File: src/rtl/sap_pkg.sv
// Shared definitions for the SAP-1 datapath: control-word bit positions,
// opcodes, the idle control word and the add/subtract ALU.
package sap_pkg;

  // Control-word bit positions, numbered 12 (Cp) down to 1 (Lo_n).
  localparam int CP   = 12;
  localparam int EP   = 11;
  localparam int LM_N = 10;
  localparam int CE_N = 9;
  localparam int LI_N = 8;
  localparam int EI_N = 7;
  localparam int LA_N = 6;
  localparam int EA   = 5;
  localparam int SU   = 4;
  localparam int EU   = 3;
  localparam int LB_N = 2;
  localparam int LO_N = 1;

  typedef logic [12:1] ctrl_word_t;

  // Idle word: every active-high enable low, every active-low enable high.
  localparam ctrl_word_t NOP = 12'b0011_1110_0011;

  typedef enum logic [3:0] {
    LDA = 4'h0,
    ADD = 4'h1,
    SUB = 4'h2,
    OUT = 4'hE,
    HLT = 4'hF
  } opcode_e;

  // Returns {carry, result}; subtraction is A + ~B + 1, so carry means no borrow.
  function automatic logic [8:0] alu_add_sub(input logic [7:0] a,
                                             input logic [7:0] b,
                                             input logic       su);
    logic [7:0] b_op;
    b_op = su ? ~b : b;
    return {1'b0, a} + {1'b0, b_op} + {8'h00, su};
  endfunction

endpackage

File: src/rtl/sap_ram16x8.sv
// 16x8 program/data RAM: asynchronous read, synchronous write on the
// programming port. Contents survive datapath reset.
module sap_ram16x8 #(
  parameter bit RAM_INIT_ZERO = 1'b1
) (
  input  logic       clock,
  input  logic       wr_en_i,
  input  logic [3:0] wr_addr_i,
  input  logic [7:0] wr_data_i,
  input  logic [3:0] rd_addr_i,
  output logic [7:0] rd_data_o
);

  if (RAM_INIT_ZERO) begin : g_init_zero
    logic [7:0] mem_q [16] = '{default: 8'h00};

    // NOTE: the storage array has no reset; only the write port changes it.
    always_ff @(posedge clock) begin
      if (wr_en_i) mem_q[wr_addr_i] <= wr_data_i;
    end

    assign rd_data_o = mem_q[rd_addr_i];
  end else begin : g_init_x
    logic [7:0] mem_q [16];

    always_ff @(posedge clock) begin
      if (wr_en_i) mem_q[wr_addr_i] <= wr_data_i;
    end

    assign rd_data_o = mem_q[rd_addr_i];
  end

endmodule

File: src/rtl/sap_datapath.sv
// SAP-1 datapath: PC, MAR, IR, A, B and output registers sharing one 8-bit
// W-bus, plus the add/subtract ALU and the program RAM.
module sap_datapath
  import sap_pkg::*;
#(
  parameter bit RAM_INIT_ZERO = 1'b1
) (
  input  logic        clock,
  input  logic        reset,
  input  logic [12:1] controller,
  input  logic        prog_we,
  input  logic [3:0]  prog_addr,
  input  logic [7:0]  prog_data,
  output logic [3:0]  operation_code,
  output logic [7:0]  out_port,
  output logic [7:0]  w_bus,
  output logic        carry,
  output logic        bus_err
);

  logic [3:0] pc_q, mar_q;
  logic [7:0] ir_q, a_q, b_q, out_q;
  logic [7:0] ram_rd;
  logic [7:0] alu_result;
  logic [4:0] drv_en;

  sap_ram16x8 #(.RAM_INIT_ZERO(RAM_INIT_ZERO)) u_ram (
    .clock    (clock),
    .wr_en_i  (prog_we),
    .wr_addr_i(prog_addr),
    .wr_data_i(prog_data),
    .rd_addr_i(mar_q),
    .rd_data_o(ram_rd)
  );

  assign {carry, alu_result} = alu_add_sub(a_q, b_q, controller[SU]);

  // Active-low enables count only on a literal 0.
  assign drv_en = {controller[EP],
                   controller[CE_N] == 1'b0,
                   controller[EI_N] == 1'b0,
                   controller[EA],
                   controller[EU]};

  // NOTE: every always_comb output gets a value before any condition, so no latch is inferred.
  always_comb begin
    w_bus = 8'h00;
    if (drv_en[4]) w_bus = w_bus | {4'h0, pc_q};
    if (drv_en[3]) w_bus = w_bus | ram_rd;
    if (drv_en[2]) w_bus = w_bus | {4'h0, ir_q[3:0]};
    if (drv_en[1]) w_bus = w_bus | a_q;
    if (drv_en[0]) w_bus = w_bus | alu_result;
  end

  assign bus_err = $countones(drv_en) > 1;

  // NOTE: state registers use non-blocking assignments so all loads see the pre-edge bus.
  always_ff @(posedge clock or negedge reset) begin
    if (!reset) begin
      pc_q  <= 4'h0;
      mar_q <= 4'h0;
      ir_q  <= 8'h00;
      a_q   <= 8'h00;
      b_q   <= 8'h00;
      out_q <= 8'h00;
    end else begin
      if (controller[CP])          pc_q  <= pc_q + 4'h1;
      if (controller[LM_N] == 1'b0) mar_q <= w_bus[3:0];
      if (controller[LI_N] == 1'b0) ir_q  <= w_bus;
      if (controller[LA_N] == 1'b0) a_q   <= w_bus;
      if (controller[LB_N] == 1'b0) b_q   <= w_bus;
      if (controller[LO_N] == 1'b0) out_q <= a_q;
    end
  end

  assign operation_code = ir_q[7:4];
  assign out_port       = out_q;

endmodule

File: config.mk
export PLATFORM = sky130hd
export DESIGN_NAME = sap_datapath
export DESIGN_NICKNAME = d
export VERILOG_FILES = /design/src/rtl/sap_pkg.sv /design/src/rtl/sap_ram16x8.sv /design/src/rtl/sap_datapath.sv
export SDC_FILE = /design/constraint.sdc
export NUM_CORES = 1
export LEC_CHECK = 0
export CORE_MARGIN = 3
export CORE_UTILIZATION = 45
export DETAILED_ROUTE_END_ITERATION = 10
export PLACE_DENSITY = 0.72
export REMOVE_ABC_BUFFERS = 1
export SYNTH_ARGS = -nofsm -noshare
export SYNTH_HDL_FRONTEND = slang
export SYNTH_SLANG_ARGS = --single-unit
File: constraint.sdc
create_clock -name clock -period 2.6 [get_ports clock]
set_input_delay 0.52 -clock clock [delete_from_list [all_inputs] [get_ports clock]]
set_output_delay 0.52 -clock clock [all_outputs]
set_load 0.02 [all_outputs]
==> results of run 1 <==
==> flip-flops by register name, indices dropped and copies added (netlist names) <==
name,cells
out_port,8
u_ram.g_init_zero.mem_q,128
mar_q,4
ir_q,8
pc_q,4
b_q,8
a_q,8
==> final cells by class <==
type | instances | area [um2]
Multi-Input combinational cell | 228 | 2310
Timing Repair Buffer | 131 | 1190
Clock buffer | 19 | 433
Fill cell | 1171 | 6220
Sequential cell | 168 | 4850
Clock inverter | 13 | 128
Inverter | 12 | 45.0
Tap cell | 211 | 264
==> power breakdown <==
part           total, uW  leakage [uW]  internal (uW)  switching, uW
registers           3500       0.00157           3240            267
clock network       2390      0.000270           1400            989
logic               4560       0.00158           2470           2090
total              10500       0.00342           7110           3350
==> per-stage QoR <==
step | TNS (ps) | utilization (%)
3_5_place_dp | -19000 | 54.4
2_1_floorplan | -20190 | -
5_1_grt | -3260 | 59.7
6_report | -2020 | 59.7
3_3_place_gp | -16780 | 54.4
4_1_cts | -2240 | 59.0
==> cell usage in the layout (no fill, tap or decap), types with 5 or more instances in the layout <==
cell type / n
inv_1: 7
mux2_2: 34
clkdlybuf4s50_1: 33
xor2_1: 9
buf_6: 17
edfxtp_1: 128
mux2i_1: 16
nand3_1: 5
dfrtp_1: 39
mux2i_2: 5
clkbuf_16: 17
ha_1: 9
nor2_1: 21
inv_2: 5
buf_4: 71
nand2_1: 21
nor3_1: 5
mux4_2: 21
a31oi_1: 5
nor2b_1: 5
==> final timing paths <==
check                           slack, ps     endpoint  startpoint  depth (start not counted)
worst min-delay path                  230  out_port[2]       reset                          1
worst max-delay path                 -330     w_bus[3]    mar_q[0]                          8
worst min register to register        480      pc_q[3]     pc_q[3]                          1
min in group clock                    480      pc_q[3]     pc_q[3]                          1
max in group asynchronous            1770     mar_q[0]       reset                          1
worst max register to register         20       a_q[3]    mar_q[0]                         11
==> cell families (layout without fill, tap and decap cells) <==
| logic type | Yosys count | after routing | share of synthesized area, % |
|---|---|---|---|
| xor gates and xnor gates | 14 | 14 | 1.71 |
| AOI/OAI and AO/OA | 46 | 46 | 4.56 |
| and+or+nand+nor | 74 | 74 | 4.82 |
| buffers and inverters | 30 | 175 | 2.32 |
| DFF | 168 | 168 | 67.4 |
| muxes | 83 | 83 | 17.0 |
| adders and majority gates | 11 | 11 | 2.12 |
==> layer usage <==
metal / track usage [%] / wire length [um]
met4: 5.77 / 333
met2: 30.8 / 7960
met3: 5.19 / 931
met5: 0 / 0
met1: 24.6 / 6670
==> critical path, cell delays in order (launching register included) <==
cell and delay [ps]:
dfrtp_2 410, buf_12 140, buf_6 100, mux4_2 500, mux2i_2 200, nor3_2 70
a21oi_2 220, o211ai_2 180, buf_6 170
==> timing repair <==
action	in CTS	in global routing
cloned	0	0
pin swaps	16	10
gates resized for setup	93	31
setup endpoints to repair	16	9
buffers inserted	9	4
hold endpoints to repair	0	0
==> qor.csv, run 1 <==
metric,value,unit
RSZ-0062 raised after global routing,true,
CORE AREA,15400,um2
Placed Instances,739,
Synth Flop Type,edfxtp_1,
average via count per standard cell,5.40,
synthesis-to-layout area growth,28.2,%
Synth Instances,426,
CP Launch Type,flop,
max-cap violation count,0,
leading area contributor after synthesis,edfxtp_1,
full die area,17500,um2
# setup viols final,9,
Worst VDD drop,609,uV
Pre-Repair DR Iteration Count,5,
Max-slew headroom,40.9,%
top post-synthesis cells by area,"edfxtp_1 54%, dfrtp_1 14%, mux2_2 5.8%, mux4_2 5.0%, mux4_1 3.3%",
setup ws final,-334,ps
Pwr Density,1140,nW/um2
Post-DRT Antenna Nets,0,
CTS Hold Buffers Added,0,
count of different cell masters after synthesis,43,
most common cell in the synthesized netlist,edfxtp_1,
leakage power,0.00342,uW
Post-DP Area,8390,um2
total CTS buffers,17,
pre-CTS setup slack,-1250,ps
final period utilization,113,%
CTS tree,yes,
Final Instance Area,9210,um2
vias in the first global route,4455,
Netlist Area Pre-Place,7180,um2
GPL Wtd Cong,0.838,
Cell Rows,45,
register clock-pin slew on the reported worst setup and hold paths,60,ps
Clock Path Buffers,2,
GR Overflow Total,0,
"Clk Latency, worst-skew pair",420,ps
# IOs,49,
# H-tree levels,4,
root buffer cell,clkbuf_16,
initial drt markers,420,
skew final,5.20,ps
CTS sink count,168,
layout cell share with drive strength beyond 1,37.8,%
Yosys Warn Count,0,
share of synthesized flip-flops with an asynchronous set or reset,23.8,%
number of remaining DRC errors,0,
Post-synth EDFFs,128,
"Hold Vio Cnt, Final",0,
Pwr Total,10500,uW
antenna diode count,0,
initial core utilization,46.6,%
Pins Over Slew Limit,0,
Commonest cells post-synth,"128 x edfxtp_1, 40 x dfrtp_1, 37 x mux2_2",
violated checks,negative setup slack,
top cell type's share of synthesized area,53.5,%
Yosys reg bits,168,
WS Path Type,reg -> out,
Worst-Margin Slew,887,ps
mean post-synth cell area,16.9,um2
Worst EP arrival,2410,ps
status,finished with violations,
Worst Hold Class,in -> async,
Fmax,341,MHz
Worst setup EP type,output port,
I/O Buffers,48,
hold_ws,225,ps
via count,4224,
antenna violations before repair,0,
Layout Cells excl Fill,782,
Worst EP required,2080,ps
sequential-to-total area share from yosys stat,67.4,%
nets,596,
HPWL after DPL,10600,um
Die Ht,132,um
die span in x,132,um
Critical Path Fanout Max,8,
crit path time final,2930,ps
WL/cell,20.3,um
global-route wire length before repair,24700,um
largest net degree at the start of global routing,41,
Total Wirelength,15900,um
GRT Overall Usage,18.8,%
Note: power is estimated with default switching activity, not from simulation.
==> run 2, diff against run 1 <==
--- a/config.mk
+++ b/config.mk
@@ -8,8 +8,9 @@
 export CORE_MARGIN = 3
 export CORE_UTILIZATION = 45
 export DETAILED_ROUTE_END_ITERATION = 10
-export PLACE_DENSITY = 0.72
+export PLACE_DENSITY = 0.7
 export REMOVE_ABC_BUFFERS = 1
+export SLEW_MARGIN = 5
 export SYNTH_ARGS = -nofsm -noshare
 export SYNTH_HDL_FRONTEND = slang
 export SYNTH_SLANG_ARGS = --single-unit
==> constraint.sdc (replaced) <==
create_clock -name clock -period 3.48 [get_ports clock]
set_input_delay 0.696 -clock clock [delete_from_list [all_inputs] [get_ports clock]]
set_output_delay 0.696 -clock clock [all_outputs]
set_load 0.02 [all_outputs]
==> qor.csv, run 2 (synthesized netlist as in run 1, its figures left out) <==
metric,value,unit,change
status,"complete, no violations",,was finished with violations
WS Path Type,in -> out,,was reg -> out
die span in x,132,um,unchanged
Worst-Margin Slew,911,ps,was 887 ps
Worst EP required,2780,ps,was 2080 ps
crit path time final,3390,ps,
layout cell share with drive strength beyond 1,28.0,%,was 37.8%
skew final,12.5,ps,was 5.20 ps
largest net degree at the start of global routing,41,,unchanged
reg2reg setup slack,1050,ps,was 20 ps
max-cap violation count,0,,unchanged
Flop pwr share,36.2,%,was 33.5%
CTS tree,yes,,unchanged
NetSw,2430,uW,was 3350 uW
hold_ws,401,ps,was 225 ps
reg2reg end,ir_q[7],,was a_q[3]
total CTS buffers,17,,unchanged
GR Overflow Total,0,,unchanged
# setup viols final,0,,was 9
vias in the first global route,4253,,was 4455
Worst setup EP type,output port,,unchanged
Worst EP arrival,2690,ps,was 2410 ps
Clock power frac,26.7,%,was 22.9%
Critical Path Fanout Max,6,,was 8
"Hold Vio Cnt, Final",0,,unchanged
leakage power,0.00323,uW,was 0.00342 uW
CORE AREA,15400,um2,unchanged
Fmax,295,MHz,
Total Wirelength,14800,um,was 15900 um
register clock-pin slew on the reported worst setup and hold paths,70,ps,was 60 ps
antenna diode count,0,,unchanged
Clock Path Buffers,2,,unchanged
Cell Rows,45,,unchanged
Final Util,57.0,%,was 59.7%
"commonest non-fill, non-tap cell in the layout",edfxtp_1,,unchanged
# IOs,49,,unchanged
Pins Over Slew Limit,0,,unchanged
max FFs per register,128,,unchanged
root buffer cell,clkbuf_16,,unchanged
Layout Cells excl Fill,743,,was 782
Combinational Power Share,37.1,%,was 43.6%
via count,4024,,was 4224
Die Ht,132,um,unchanged
Worst VDD drop,413,uV,was 609 uV
FF+latch area,4850,um2,unchanged
Max-slew headroom,39.3,%,was 40.9%
HPWL after DPL,10100,um,was 10600 um
"Clk Latency, worst-skew pair",440,ps,was 420 ps
Multi-input gate area,2200,um2,was 2310 um2
global-route wire length before repair,23500,um,was 24700 um
Worst R2R Start,mar_q[0],,unchanged
RSZ-0062 raised after global routing,true,,unchanged
number of remaining DRC errors,0,,unchanged
Pint,4900,uW,was 7110 uW
average via count per standard cell,5.42,,was 5.40
most frequent cells in the layout,"128 x edfxtp_1, 42 x buf_4, 39 x dfrtp_1",,"was 128 x edfxtp_1, 71 x buf_4, 39 x dfrtp_1"
full die area,17500,um2,unchanged
Fillers,1226,,was 1171
GRT Overall Usage,17.6,%,was 18.8%
Pwr Density,834,nW/um2,was 1140 nW/um2
largest register by flop count,u_ram.g_init_zero.mem_q,,unchanged
WL/cell,20.0,um,was 20.3 um
CTS sink count,168,,unchanged
# H-tree levels,4,,unchanged
I/O Buffers,48,,unchanged
Pre-Repair DR Iteration Count,4,,was 5
Total Neg Setup Slack,0,ps,was -2020 ps
antenna violations before repair,0,,unchanged
nets,557,,was 596
R2R depth,8,,was 11
Placed Instances,711,,was 739
synthesis-to-layout area growth,22.4,%,was 28.2%
Post-DRT Antenna Nets,0,,unchanged
initial drt markers,336,,was 420
CP Launch Type,primary input,,was flop
switching share of power,33.2,%,was 32.0%
Worst Hold Class,in -> async,,unchanged
GPL Wtd Cong,0.887,,was 0.838
Pwr Total,7330,uW,was 10500 uW
initial core utilization,46.6,%,unchanged
final period utilization,97.4,%,
run 2: changes by cell type in the layout (fill, tap and decap cells not counted), sizes merged:
cell	change
clkdlybuf4s15	+2
inv	+7
clkinvlp	-1
clkbuf	+3
clkinv	-4
dlymetal6s2s	+1
buf	-50
clkdlybuf4s50	+3
run 2: power by group through the flow:
stage	Combinational [uW]	Clock (uW)	Sequential, uW
after detailed placement	2750	0	2700
after global routing	2940	2080	2690
after global placement	2690	0	2680
after floorplan	1480	0	2810
after CTS	2740	1990	2660
final	2720	1960	2650
run 2: worst max path at each step:
stage,startpoint,to,slack [ps],cells past startpoint
floorplan,mar_q[0],w_bus[4],-60,4
global placement,controller[4],carry,-610,11
detailed placement,controller[4],carry,-660,11
CTS,controller[4],w_bus[4],8,10
global route,controller[4],w_bus[5],-10,10
finish,controller[4],w_bus[6],90,9
run 2: what timing repair did:
| item | CTS | global route |
|---|---|---|
| setup endpoints to repair | 9 | 7 |
| setup buffers | 0 | 0 |
| hold buffers | 0 | 0 |
| pin swaps | 1 | 2 |
| gates resized for setup | 18 | 13 |
run 2: routing by layer:
layer  up-vias  GRT usage (%)  wire [um]
met4         0           6.12        178
met5         -              0          0
met3        15           3.97        592
met2        87           28.9       7460
met1      2071           23.4       6610
li1       1851              -          -
run 2: stage by stage:
stage / area, um2 / setup slack (ps)
global route: 8790 / -14.0
finish: 8790 / 91.2
CTS: 8800 / 7.79
global placement: 8160 / -609
floorplan: 7060 / -57.1
detailed placement: 8160 / -660
run 2: layout make-up:
type | count | share of cell area, %
Tap cell | 211 | 3.00
Timing Repair Buffer | 92 | 9.17
Clock inverter | 15 | 2.31
Multi-Input combinational cell | 228 | 25.0
Clock buffer | 17 | 4.84
Inverter | 12 | 0.512
Sequential cell | 168 | 55.1
run 2: worst max-delay path, cell delays in order:
cell and delay [ps]:
clkdlybuf4s15_2 270, xor2_1 190, ha_1 340, nor2b_1 170, o31a_1 280, o211a_1 210, o21ai_0 130, nand3_1 180
clkbuf_2 210
==> run 3, diff against run 2 <==
--- a/config.mk
+++ b/config.mk
@@ -5,12 +5,13 @@
 export SDC_FILE = /design/constraint.sdc
 export NUM_CORES = 1
 export LEC_CHECK = 0
-export CORE_MARGIN = 3
+export CORE_MARGIN = 2
 export CORE_UTILIZATION = 45
 export DETAILED_ROUTE_END_ITERATION = 10
 export PLACE_DENSITY = 0.7
 export REMOVE_ABC_BUFFERS = 1
-export SLEW_MARGIN = 5
+export SLEW_MARGIN = 20
 export SYNTH_ARGS = -nofsm -noshare
 export SYNTH_HDL_FRONTEND = slang
 export SYNTH_SLANG_ARGS = --single-unit
+export TNS_END_PERCENT = 5
==> qor.csv, run 3 (synthesized netlist as in run 1, its figures left out) <==
metric,value,unit,change
Worst-Margin Slew,883,ps,was 911 ps
Layout Cells excl Fill,751,,was 743
leakage power,0.00320,uW,was 0.00323 uW
antenna violations before repair,0,,unchanged
most frequent cells in the layout,"128 x edfxtp_1, 45 x buf_4, 39 x dfrtp_1",,"was 128 x edfxtp_1, 42 x buf_4, 39 x dfrtp_1"
CTS sink count,168,,unchanged
"commonest non-fill, non-tap cell in the layout",edfxtp_1,,unchanged
max-cap violation count,0,,unchanged
Pre-Repair DR Iteration Count,5,,was 4
I/O Buffers,48,,unchanged
# H-tree levels,4,,unchanged
Max-slew headroom,41.2,%,was 39.3%
Post-DP Area,8180,um2,was 8160 um2
global-route wire length before repair,23300,um,was 23500 um
Post-DRT Antenna Nets,0,,unchanged
Critical Path Fanout Max,10,,was 6
RSZ-0062 raised after global routing,true,,unchanged
largest net degree at the start of global routing,41,,unchanged
"Hold Vio Cnt, Final",0,,unchanged
reg2reg end,b_q[6],,was ir_q[7]
max FFs per register,128,,unchanged
slowest CP cell,mux4_2,,was ha_1
vias in the first global route,4163,,was 4253
root buffer cell,clkbuf_16,,unchanged
Die Ht,130,um,was 132 um
initial core utilization,45.6,%,was 46.6%
Worst Hold Class,in -> async,,unchanged
CP Cell Sequence,buf_6 -> buf_12 -> mux4_2 -> mux2i_1 -> o221a_2 -> nand3_1 -> dlygate4sd2_1,,was clkdlybuf4s15_2 -> xor2_1 -> ha_1 -> nor2b_1 -> o31a_1 -> o211a_1 -> o21ai_0 -> nand3_1 -> clkbuf_2
register clock-pin slew on the reported worst setup and hold paths,60,ps,was 70 ps
crit path time final,3450,ps,was 3390 ps
via count,4115,,was 4024
setup ws final,27.8,ps,was 91.2 ps
Worst R2R Start,mar_q[0],,unchanged
HPWL after DPL,10300,um,was 10100 um
Final Util,55.4,%,was 57.0%
nets,561,,was 557
synthesis-to-layout area growth,21.6,%,was 22.4%
Total Wirelength,15100,um,was 14800 um
FF+latch area,4850,um2,about the same
Worst setup EP type,output port,,unchanged
final period utilization,99.2,%,was 97.4%
layout cell share with drive strength beyond 1,26.4,%,was 28.0%
GRT Overall Usage,19.1,%,was 17.6%
CORE AREA,15800,um2,was 15400 um2
CTS tree,yes,,unchanged
CTS Hold Buffers Added,0,,unchanged
Fillers,1275,,was 1226
pre-CTS setup slack,-694,ps,was -660 ps
total CTS buffers,17,,unchanged
die span in x,130,um,was 132 um
initial drt markers,343,,was 336
reg2reg setup slack,950,ps,was 1050 ps
Pins Over Slew Limit,0,,unchanged
Crit. Startpoint,mar_q[0],,was controller[4]
R2R depth,8,,unchanged
WP buf/inv,3,,was 2
largest register by flop count,u_ram.g_init_zero.mem_q,,unchanged
Worst path top cell family by delay,multiplexers,,was compound AO/OA/AOI/OAI gates
antenna diode count,0,,unchanged
GPL Wtd Cong,0.870,,was 0.887
CP Launch Type,flop,,was primary input
WS Path Type,reg -> out,,was in -> out
Worst EP required,2780,ps,about the same
Worst VDD drop,525,uV,was 413 uV
average via count per standard cell,5.48,,was 5.42
# setup viols final,0,,unchanged
Fmax,290,MHz,was 295 MHz
number of remaining DRC errors,0,,unchanged
Worst EP arrival,2760,ps,was 2690 ps
status,"complete, no violations",,unchanged
# IOs,49,,unchanged
Pwr Density,810,nW/um2,was 834 nW/um2
full die area,17000,um2,was 17500 um2
Multi-input gate area,2190,um2,was 2200 um2
"Clk Latency, worst-skew pair",420,ps,was 440 ps
Clock Path Buffers,2,,unchanged
Cell Rows,46,,was 45
WL/cell,20.1,um,was 20.0 um
Final Instance Area,8740,um2,was 8790 um2
skew final,7.54,ps,was 12.5 ps
Placed Instances,718,,was 711
GR Overflow Total,0,,unchanged
Worst path max stage delay,500,ps,was 340 ps
## run 3: how the worst max path moves through the flow
stage | to | cells after the start | slack [ps]
after floorplan | w_bus[4] | 4 | -60
after global placement | carry | 11 | -610
after detailed placement | carry | 11 | -690
after CTS | w_bus[5] | 8 | -220
after global routing | w_bus[4] | 10 | -150
final | w_bus[6] | 7 | 30
## run 3: stage by stage
step	hold slack (ps)	total power (uW)	setup TNS, ps
after global placement	465	5360	-3850
after detailed placement	473	5430	-4470
after global routing	461	7440	-363
final	392	7070	0
after floorplan	400	4290	-62.4
after CTS	416	7080	-259
## run 3: power by group
| group | switching, uW | internal, uW |
|---|---|---|
| registers | 231 | 2420 |
| logic | 1330 | 1400 |
| clock network | 722 | 969 |
| total | 2280 | 4790 |
## run 3: final cells by class
| class | instances | area share, % |
|---|---|---|
| timing repair buffer | 96 | 9.81 |
| tap | 216 | 3.09 |
| inverter | 12 | 0.516 |
| sequential | 168 | 55.5 |
| multi-input combinational | 228 | 25.1 |
| clock buffer | 21 | 5.04 |
| clock inverter | 10 | 0.931 |
## run 3: metal layers
layer | global-route usage (%) | vias to the layer above | wire length (um)
met5 | 0 | - | 0
met4 | 6.70 | 0 | 356
met3 | 4.39 | 28 | 773
met2 | 31.1 | 150 | 7240
met1 | 25.6 | 2075 | 6740
li1 | - | 1862 | -
## run 3: worst register-to-register path: cells and delay by family (launching register included)
family / cells / cell delay [ps]
AO/OA/AOI/OAI: 1 / 250
buffers and inverters: 3 / 520
flip-flops: 1 / 450
multiplexers: 3 / 1100
AND/OR/NAND/NOR: 1 / 100
## run 3: what timing repair did
action,4_1_cts,5_1_grt
setup buffers,0,2
setup endpoints to repair,10,7
resized for setup,16,8
pin swaps,1,0
gates cloned,0,0
